### config.mk
export PLATFORM = sky130hd
export DESIGN_NAME = sample_averager_flat
export DESIGN_NICKNAME = d
export VERILOG_FILES = /design/src/rtl/sample_averager_if.sv /design/src/rtl/sample_averager.sv /design/src/flat_wrapper.sv
export SDC_FILE = /design/constraint.sdc
export NUM_CORES = 1
export LEC_CHECK = 0
export CORE_MARGIN = 5
export CORE_UTILIZATION = 53
export CTS_BUF_LIST = sky130_fd_sc_hd__clkbuf_4
export DETAILED_ROUTE_END_ITERATION = 6
export PLACE_DENSITY = 0.82
export SETUP_SLACK_MARGIN = 0.4
export SYNTH_ARGS = -nofsm -noshare
export SYNTH_HDL_FRONTEND = slang
export SYNTH_SLANG_ARGS = --single-unit
### constraint.sdc
create_clock -name clk -period 2.4 [get_ports clk]
set_input_delay 0.6 -clock clk [delete_from_list [all_inputs] [get_ports clk]]
set_output_delay 0.6 -clock clk [all_outputs]
set_load 0.03 [all_outputs]
### src/rtl/sample_averager_if.sv
// ---------------------------------------------------------------------------
// sample_averager_if
// Bundles the signals between the read-control stage, the averager and the
// output RAM.
//
// Handshake: the averager never back-pressures. On every posedge where `add`
// is high, `data_in` is consumed. The RAM side is a pure strobe: `ram_addr`
// and `ram_data` are valid on exactly those cycles where `ram_wr_en` is high.
//
// Signals:
//   add        - sample-accept strobe (producer -> averager)
//   data_in    - unsigned sample, valid while add is high
//   clear      - synchronous flush of the partial group
//   ram_wr_en  - one-cycle RAM write strobe
//   ram_addr   - RAM write address
//   ram_data   - floor average of the completed group
//   sample_cnt - samples held in the current group
//   pass_done  - pulse on the write to the last RAM address
//   dbg_state  - FSM state (0 = ACCUM, 1 = WRITE)
//
// Modports:
//   master - the producer/observer side
//   slave  - the averager
// ---------------------------------------------------------------------------
interface sample_averager_if #(
   parameter int WIDTH  = 8,
   parameter int LOG2_N = 2,
   parameter int ADDR_W = 8
) ();
   logic              add;
   logic [WIDTH-1:0]  data_in;
   logic              clear;
   logic              ram_wr_en;
   logic [ADDR_W-1:0] ram_addr;
   logic [WIDTH-1:0]  ram_data;
   logic [LOG2_N-1:0] sample_cnt;
   logic              pass_done;
   logic              dbg_state;

   modport master (
      output add, data_in, clear,
      input  ram_wr_en, ram_addr, ram_data, sample_cnt, pass_done, dbg_state
   );

   modport slave (
      input  add, data_in, clear,
      output ram_wr_en, ram_addr, ram_data, sample_cnt, pass_done, dbg_state
   );
endinterface

### src/rtl/sample_averager.sv
// ---------------------------------------------------------------------------
// sample_averager
// Accumulates 2^LOG2_N consecutive accepted samples, writes their floor
// average to an output RAM at an auto-incrementing, wrapping address, and
// pulses pass_done on the write to the last address.
//
// Ports:
//   clk     - system clock, all state updates on posedge
//   reset_n - asynchronous active-low reset
//   bus     - sample_averager_if.slave (sample input, clear, RAM write side,
//             sample count, pass flag, FSM state)
// ---------------------------------------------------------------------------
module sample_averager #(
   parameter int WIDTH  = 8,
   parameter int LOG2_N = 2,
   parameter int ADDR_W = 8
) (
   input  logic                 clk,
   input  logic                 reset_n,
   sample_averager_if.slave     bus
);

   localparam int ACC_W = WIDTH + LOG2_N;
   localparam logic [LOG2_N-1:0] CNT_MAX  = '1;
   localparam logic [ADDR_W-1:0] ADDR_MAX = '1;

   typedef enum logic {
      ST_ACCUM = 1'b0,
      ST_WRITE = 1'b1
   } state_t;

   state_t            r_state;
   state_t            w_state_next;
   logic [ACC_W-1:0]  r_acc;
   logic [LOG2_N-1:0] r_cnt;
   logic [ADDR_W-1:0] r_addr;
   logic [WIDTH-1:0]  r_data;

   logic [ACC_W-1:0]  w_sum;
   logic              w_take;
   logic              w_last;
   logic              w_wr_en;
   logic              w_pass;

   // Zero-extended add; ACC_W bits hold N full-scale samples without overflow.
   assign w_sum  = r_acc + {{LOG2_N{1'b0}}, bus.data_in};
   // clear wins over add, so a sample arriving with clear is dropped.
   assign w_take = bus.add && !bus.clear;
   assign w_last = w_take && (r_cnt == CNT_MAX);

   // ------------------------------------------------------------------
   // FSM: state register
   // ------------------------------------------------------------------
   always_ff @(posedge clk or negedge reset_n) begin
      if (!reset_n) begin
         r_state <= ST_ACCUM;
      end else begin
         r_state <= w_state_next;
      end
   end

   // ------------------------------------------------------------------
   // FSM: next state and outputs
   // A group cannot complete during WRITE (the count restarts at 0 and
   // N >= 2), so WRITE always lasts exactly one cycle.
   // ------------------------------------------------------------------
   always_comb begin
      w_state_next = r_state;
      w_wr_en      = 1'b0;
      w_pass       = 1'b0;
      case (r_state)
         ST_ACCUM: begin
            if (w_last) begin
               w_state_next = ST_WRITE;
            end
         end
         ST_WRITE: begin
            w_wr_en      = 1'b1;
            w_pass       = (r_addr == ADDR_MAX);
            w_state_next = w_last ? ST_WRITE : ST_ACCUM;
         end
         default: begin
            w_state_next = ST_ACCUM;
         end
      endcase
   end

   // ------------------------------------------------------------------
   // Accumulator datapath. Runs in both states so a sample accepted
   // during WRITE starts the next group.
   // ------------------------------------------------------------------
   always_ff @(posedge clk or negedge reset_n) begin
      if (!reset_n) begin
         r_acc  <= '0;
         r_cnt  <= '0;
         r_data <= '0;
      end else if (bus.clear) begin
         r_acc <= '0;
         r_cnt <= '0;
      end else if (bus.add) begin
         if (r_cnt == CNT_MAX) begin
            // Floor average: drop the LOG2_N low bits of the full sum.
            r_data <= w_sum[ACC_W-1:LOG2_N];
            r_acc  <= '0;
            r_cnt  <= '0;
         end else begin
            r_acc <= w_sum;
            r_cnt <= r_cnt + LOG2_N'(1);
         end
      end
   end

   // Address advances after each write and wraps naturally at 2^ADDR_W.
   always_ff @(posedge clk or negedge reset_n) begin
      if (!reset_n) begin
         r_addr <= '0;
      end else if (r_state == ST_WRITE) begin
         r_addr <= r_addr + ADDR_W'(1);
      end
   end

   assign bus.ram_wr_en  = w_wr_en;
   assign bus.ram_addr   = r_addr;
   assign bus.ram_data   = r_data;
   assign bus.sample_cnt = r_cnt;
   assign bus.pass_done  = w_pass;
   assign bus.dbg_state  = r_state;

endmodule

### src/flat_wrapper.sv
// flat-port wrapper written by rule: the top's interface ports become plain ports
module sample_averager_flat 
#(
   parameter int WIDTH  = 8,
   parameter int LOG2_N = 2,
   parameter int ADDR_W = 8
)
  (clk, reset_n, bus_add, bus_data_in, bus_clear, bus_ram_wr_en, bus_ram_addr, bus_ram_data, bus_sample_cnt, bus_pass_done, bus_dbg_state);
  sample_averager_if #(.WIDTH(WIDTH), .LOG2_N(LOG2_N), .ADDR_W(ADDR_W)) bus_i ();
  input  logic clk;
  input  logic reset_n;
  input wire logic [$bits(bus_i.add)-1:0] bus_add;
  input wire logic [$bits(bus_i.data_in)-1:0] bus_data_in;
  input wire logic [$bits(bus_i.clear)-1:0] bus_clear;
  output wire logic [$bits(bus_i.ram_wr_en)-1:0] bus_ram_wr_en;
  output wire logic [$bits(bus_i.ram_addr)-1:0] bus_ram_addr;
  output wire logic [$bits(bus_i.ram_data)-1:0] bus_ram_data;
  output wire logic [$bits(bus_i.sample_cnt)-1:0] bus_sample_cnt;
  output wire logic [$bits(bus_i.pass_done)-1:0] bus_pass_done;
  output wire logic [$bits(bus_i.dbg_state)-1:0] bus_dbg_state;
  assign bus_i.add = bus_add;
  assign bus_i.data_in = bus_data_in;
  assign bus_i.clear = bus_clear;
  assign bus_ram_wr_en = bus_i.ram_wr_en;
  assign bus_ram_addr = bus_i.ram_addr;
  assign bus_ram_data = bus_i.ram_data;
  assign bus_sample_cnt = bus_i.sample_cnt;
  assign bus_pass_done = bus_i.pass_done;
  assign bus_dbg_state = bus_i.dbg_state;
  sample_averager #(.WIDTH(WIDTH), .LOG2_N(LOG2_N), .ADDR_W(ADDR_W)) u_core (.clk(clk), .reset_n(reset_n), .bus(bus_i));
endmodule
# == Word-level counts from Yosys, hierarchy flattened ==
# Cells that the tools add are included.
# word_totals
in_bits,12
latch_bits,0
out_inout_bits,21
memories,0
ram_bits,0
register_bits,29
romBits,0
# classes
reduce_logical,5
n_lt_le_gt_ge,0
n_eq_ne,2
shifts,0
n_mux,9
n_addsub,3
div_mod_pow,0
bitwise_logic,1
n_mul,0
# op_table
operator,count
10-bit 2-to-1 mux,3
10-bit by 8-bit adder with 10-bit output,1
"8-bit by 1-bit adder with 8-bit output, second input constant",1
"8-bit equality test, second input constant",1
2-bit 2-to-1 mux,3
1-bit 2-to-1 mux,3
3-bit AND reduction,1
"2-bit by 1-bit adder with 2-bit output, second input constant",1
"2-bit equality test, second input constant",1
1-bit logical AND,2
2-bit nonzero test,1
1-bit logical NOT,1
1-bit inverter,1

# == Logic depth before layout (Yosys ltp) ==
# depth
depth_word,4
depth_mapped,7
mapped_depth_nobuf,7

# == Least setup slack after synthesis ==
# Ideal clock, no wire load.
# synth_path
kind,input to register
startpoint,in bus_data_in[0]
endpoint,reg u_core.r_acc[6]
required_ns,2.305
setup_ns,0.095
stages,7
path_buffers,0
arrival_time_ns,1.912
slack_ns,0.392
cell_sequence,ha_1 > inv_1 > fa_1 > nor2b_1 > o31ai_1 > a21o_1 > o31ai_1
# synth_between
elab_chain_cells,4
# synth_rtl
element,line,rtl
start: declaration,flat_wrapper.sv:13,input wire logic [$bits(bus_i.data_in)-1:0] bus_data_in;
10-bit by 8-bit adder with 10-bit output,sample_averager.sv:46,"assign w_sum = r_acc + {{LOG2_N{1'b0}}, bus.data_in};"
10-bit 2-to-1 mux,sample_averager.sv:101,if (r_cnt == CNT_MAX) begin
10-bit 2-to-1 mux,sample_averager.sv:100,end else if (bus.add) begin
10-bit 2-to-1 mux,sample_averager.sv:97,end else if (bus.clear) begin
end signal: assignment,sample_averager.sv:107,r_acc <= w_sum;
end: declaration,sample_averager.sv:34,logic [ACC_W-1:0] r_acc;
# Every way passes these cells. The select of a mux whose other input is x is not followed.
# A chain may end at the register's enable or synchronous reset.

# == Final worst setup path ==
# layout_path
startpoint,"reg u_core.r_addr[0], in the netlist u_core.bus.ram_addr[0]"
endpoint,out bus_pass_done
# layout_between
elab_chain_cells,2
# layout_rtl
element,line,rtl
start: declaration,sample_averager.sv:36,logic [ADDR_W-1:0] r_addr;
start signal: assignment,sample_averager.sv:118,r_addr <= r_addr + ADDR_W'(1);
8-bit equality test,sample_averager.sv:79,w_pass = (r_addr == ADDR_MAX);
1-bit 2-to-1 mux,sample_averager.sv:71,case (r_state)
end: declaration,flat_wrapper.sv:19,output wire logic [$bits(bus_i.pass_done)-1:0] bus_pass_done;
# Every way passes these cells.

==> flow_summary.yaml <==
logic_synthesis:
  ys_types: 41
  async_flop_share: 1.000
  synth_edf_count: 0
  synth.cell_area_mm2: 0.001649
  ys_ff_latch: 29
  yosysWarnings: 0
  postSynthCellCount: 171
  syn_avg_cell_area_um2: 9.644
  syn-num-nets: 194
  ys_seq_area_frac: 0.4401
  synth_top_flop_cell: "dfrtp_1"
floorplanning:
  rows: 20
  core_area_mm2: 0.003028
  die_area_mm2: 0.004327
  initial_core_util: 0.5446
  fp.dieW_um: 65.78
  io_pins: 33
  die_h_um: 65.78
timing:
  finalSetupTns_ns: 0
  clock_skew_ns: 0.007344
  worst_pin_slew_ns: 0.4750
  slew_headroom: 0.6827
  drv_slew: 0
  finalHoldViolations: 0
  fmax_ghz: 0.4639
  setup_viol: 0
  rsz0062_at_grt: "true"
  holdWs_ns: 0.4864
  period_needed_ns: 2.156
  timing.final.crit_share: 0.8981
worst_setup_path:
  startpoint_type: "flop"
  critical-path-max-stage-delay_ns: 0.42
  crit_path_top_delay_cell: "dfrtp_2"
  cp.arrival_ns: 1.56
  r2r_slack_ns: 0.35
  crit_fanout: 4
  cp_cell_sequence: "ha_4, nand4_1, nor2_1, and3_1, buf_6"
  r2r-end: "u_core.bus.ram_data[6]"
  rr_startpoint: "u_core.r_acc[0]"
  cp_data_required_time_ns: 1.80
  setup.worst_path.class: "flop to output pin"
  worstRegToRegCells: 8
  cp-end-kind: "output pin"
placement:
  place_area_mm2: 0.002128
  port_buffers: 32
  hpwlAfterDp_mm: 3.048
  gp_congestion: 0.8813
  dpl.cell_count: 258
global_routing:
  grt_overflow: 0
  grt_usage: 0.2325
  grt_pass1_vias: 1711
  grt_pass1_wl_mm: 7.583
  antenna_found_initial: 0
  grt_busiest_layer: "met2"
  grtUsageMet3: 0.04762
  grt_util_met1: 0.2631
  grt_use_met2: 0.3992
  grt_max_degree: 30
power_and_ir_drop:
  power_density_mw_per_mm2: 644.7
  peakVddDrop_uv: 601.7
  leakagePower_uw: 0.001325
detailed_routing:
  ant_nets: 0
  drc: 0
  vias: 1668
  drt-wirelength-per-cell_um: 16.93
  drtIter0Drc: 91
  via_per_inst: 5.853
  wirelength_mm: 4.824
  first_pass_iters: 4
worst_hold_path:
  hold_path.class: "flop to flop"
  holdPathEnd: "u_core.bus.ram_data[1]"
  min_path_cells: 2
  holdCritStartpoint: "u_core.bus.ram_data[1]"
clocking:
  cts_tree: "done"
  cts_inserted_buffers: 5
  cts.clk_slew.worst_paths_ns: 0.09
  clkLatencyLatePin_ns: 0.35
  cts-root-buf: "clkbuf_4"
  hold_buffers: 0
  cts.path.max_buffers: 2
  clock-sinks: 29
  cts.htree.levels: 2
layout:
  drive_above_1_share: 0.2780
  design_area_mm2: 0.002536
  insertedDiodeCount: 0
  final_cells: 285
  areaGrowthSynthToFinish_pct: 53.79
  nets: 263
outcome:
  outcome: "finished, final reports clean"
run:
  cap_viol_max_count: 0
[critical path: cells and delay by family, from the launching register on]
| family | cells | cell delay (ns) |
|---|---|---|
| and+or+nand+nor | 3 | 0.52 |
| DFF | 1 | 0.42 |
| adders and majority gates | 1 | 0.15 |
| buffers and inverters | 1 | 0.13 |
[placed cells by master (no fill, tap or decap), types with 4 or more instances in the layout]
cell type        netlist  final
a21oi_1                6      5
buf_4                  1     27
buf_6                  0     10
clkbuf_4               0      5
clkdlybuf4s50_1        0      5
dfrtp_1               29     28
dlygate4sd2_1          0     16
dlymetal6s2s_1         0      9
ha_4                   0      7
inv_1                  6      4
mux2i_1                4      4
nand2_1               18     18
nand2b_1               5      5
nand3_1                5      5
nand4_1                4      4
nor2_1                16     16
o211ai_1               7      7
o21ai_0               10      8
xor2_1                 5      5
[cell type report]
cell class / count / area [µm²]
clock inverter: 3 / 65.06
sequential: 29 / 726.9
inverter: 6 / 22.52
clock buffer: 5 / 37.54
fill: 160 / 491.7
tap: 44 / 55.05
timing repair buffer: 68 / 628.1
multi-input combinational: 130 / 1001
[routing by layer]
metal  up-vias  share of wire
li1        750              -
met1       821           0.38
met2        70           0.51
met3        27          0.070
met4         0          0.037
met5         -              0
[registers in the layout, summed over array words and instances, names as in the netlist]
| register | flops |
|---|---|
| u_core.bus.sample_cnt | 2 |
| u_core.bus.ram_data | 8 |
| u_core.r_acc | 10 |
| u_core.bus.dbg_state | 1 |
| u_core.bus.ram_addr | 8 |
[worst max path at each step]
stage / startpoint / end / slack (ns) / depth (start not counted)
6_report: u_core.bus.ram_addr[0] / bus_pass_done / 0.24 / 5
5_1_grt: u_core.bus.ram_addr[0] / bus_pass_done / 0.19 / 5
4_1_cts: u_core.bus.ram_addr[1] / bus_pass_done / 0.26 / 5
3_5_place_dp: bus_data_in[0] / u_core.bus.ram_data[6] / -0.14 / 8
3_3_place_gp: bus_data_in[0] / u_core.r_acc[6] / -0.04 / 8
2_1_floorplan: u_core.bus.ram_addr[1] / bus_pass_done / 0.41 / 4
[Yosys cell counts, types with 2 or more instances]
master,count,area share
and3_1,2,0.0076
nand3_1,5,0.015
nor3_1,3,0.0091
clkbuf_1,3,0.0068
nor2b_1,4,0.015
xor2_1,5,0.027
o31ai_1,4,0.018
inv_1,6,0.014
nand2_1,18,0.041
nand4_1,4,0.015
o21ai_0,10,0.030
dfrtp_1,29,0.44
mux2i_1,4,0.024
xnor2_1,4,0.021
o211ai_1,7,0.032
nand3b_1,2,0.0091
a21oi_1,6,0.018
o21a_1,3,0.014
nand2b_1,5,0.019
nor2_1,16,0.036
or4_1,2,0.0091
ha_1,10,0.076
[through the flow]
step | utilization | setup slack [ns] | total power (µW)
5_1_grt | 0.8376 | 0.1863 | 1719
3_5_place_dp | 0.7029 | -0.1441 | 1062
3_3_place_gp | 0.7029 | -0.03949 | 1039
4_1_cts | 0.7880 | 0.2621 | 1588
6_report | 0.8376 | 0.2444 | 1635
2_1_floorplan | - | 0.4096 | 861.5
[where the power goes]
part	internal [µW]	switching, µW	leakage [µW]	total (µW)
sequential	544	46.6	0.000393	590
clock	322	190	0.0000552	512
combinational	247	285	0.000877	533
total	1110	522	0.00132	1640
[timing repair]
item / CTS / global route
setup buffers: 16 / 3
endpoints found under the setup margin: 26 / 20
pin swaps: 10 / 7
hold endpoints to repair: 0 / 0
gates resized for setup: 37 / 28
[kinds of logic (layout without fill, tap and decap cells)]
kind of cell | count (synthesis) | after routing | share of synthesized area
adder cells (fa/ha/maj) | 11 | 11 | 0.08801
AND/OR/NAND/NOR | 64 | 64 | 0.1904
XOR/XNOR | 9 | 9 | 0.04780
buffers and inverters | 12 | 82 | 0.03034
flip-flops | 29 | 29 | 0.4401
multiplexers | 5 | 5 | 0.03111
AO/OA/AOI/OAI | 41 | 41 | 0.1722
(Power assumes the default switching activity.)
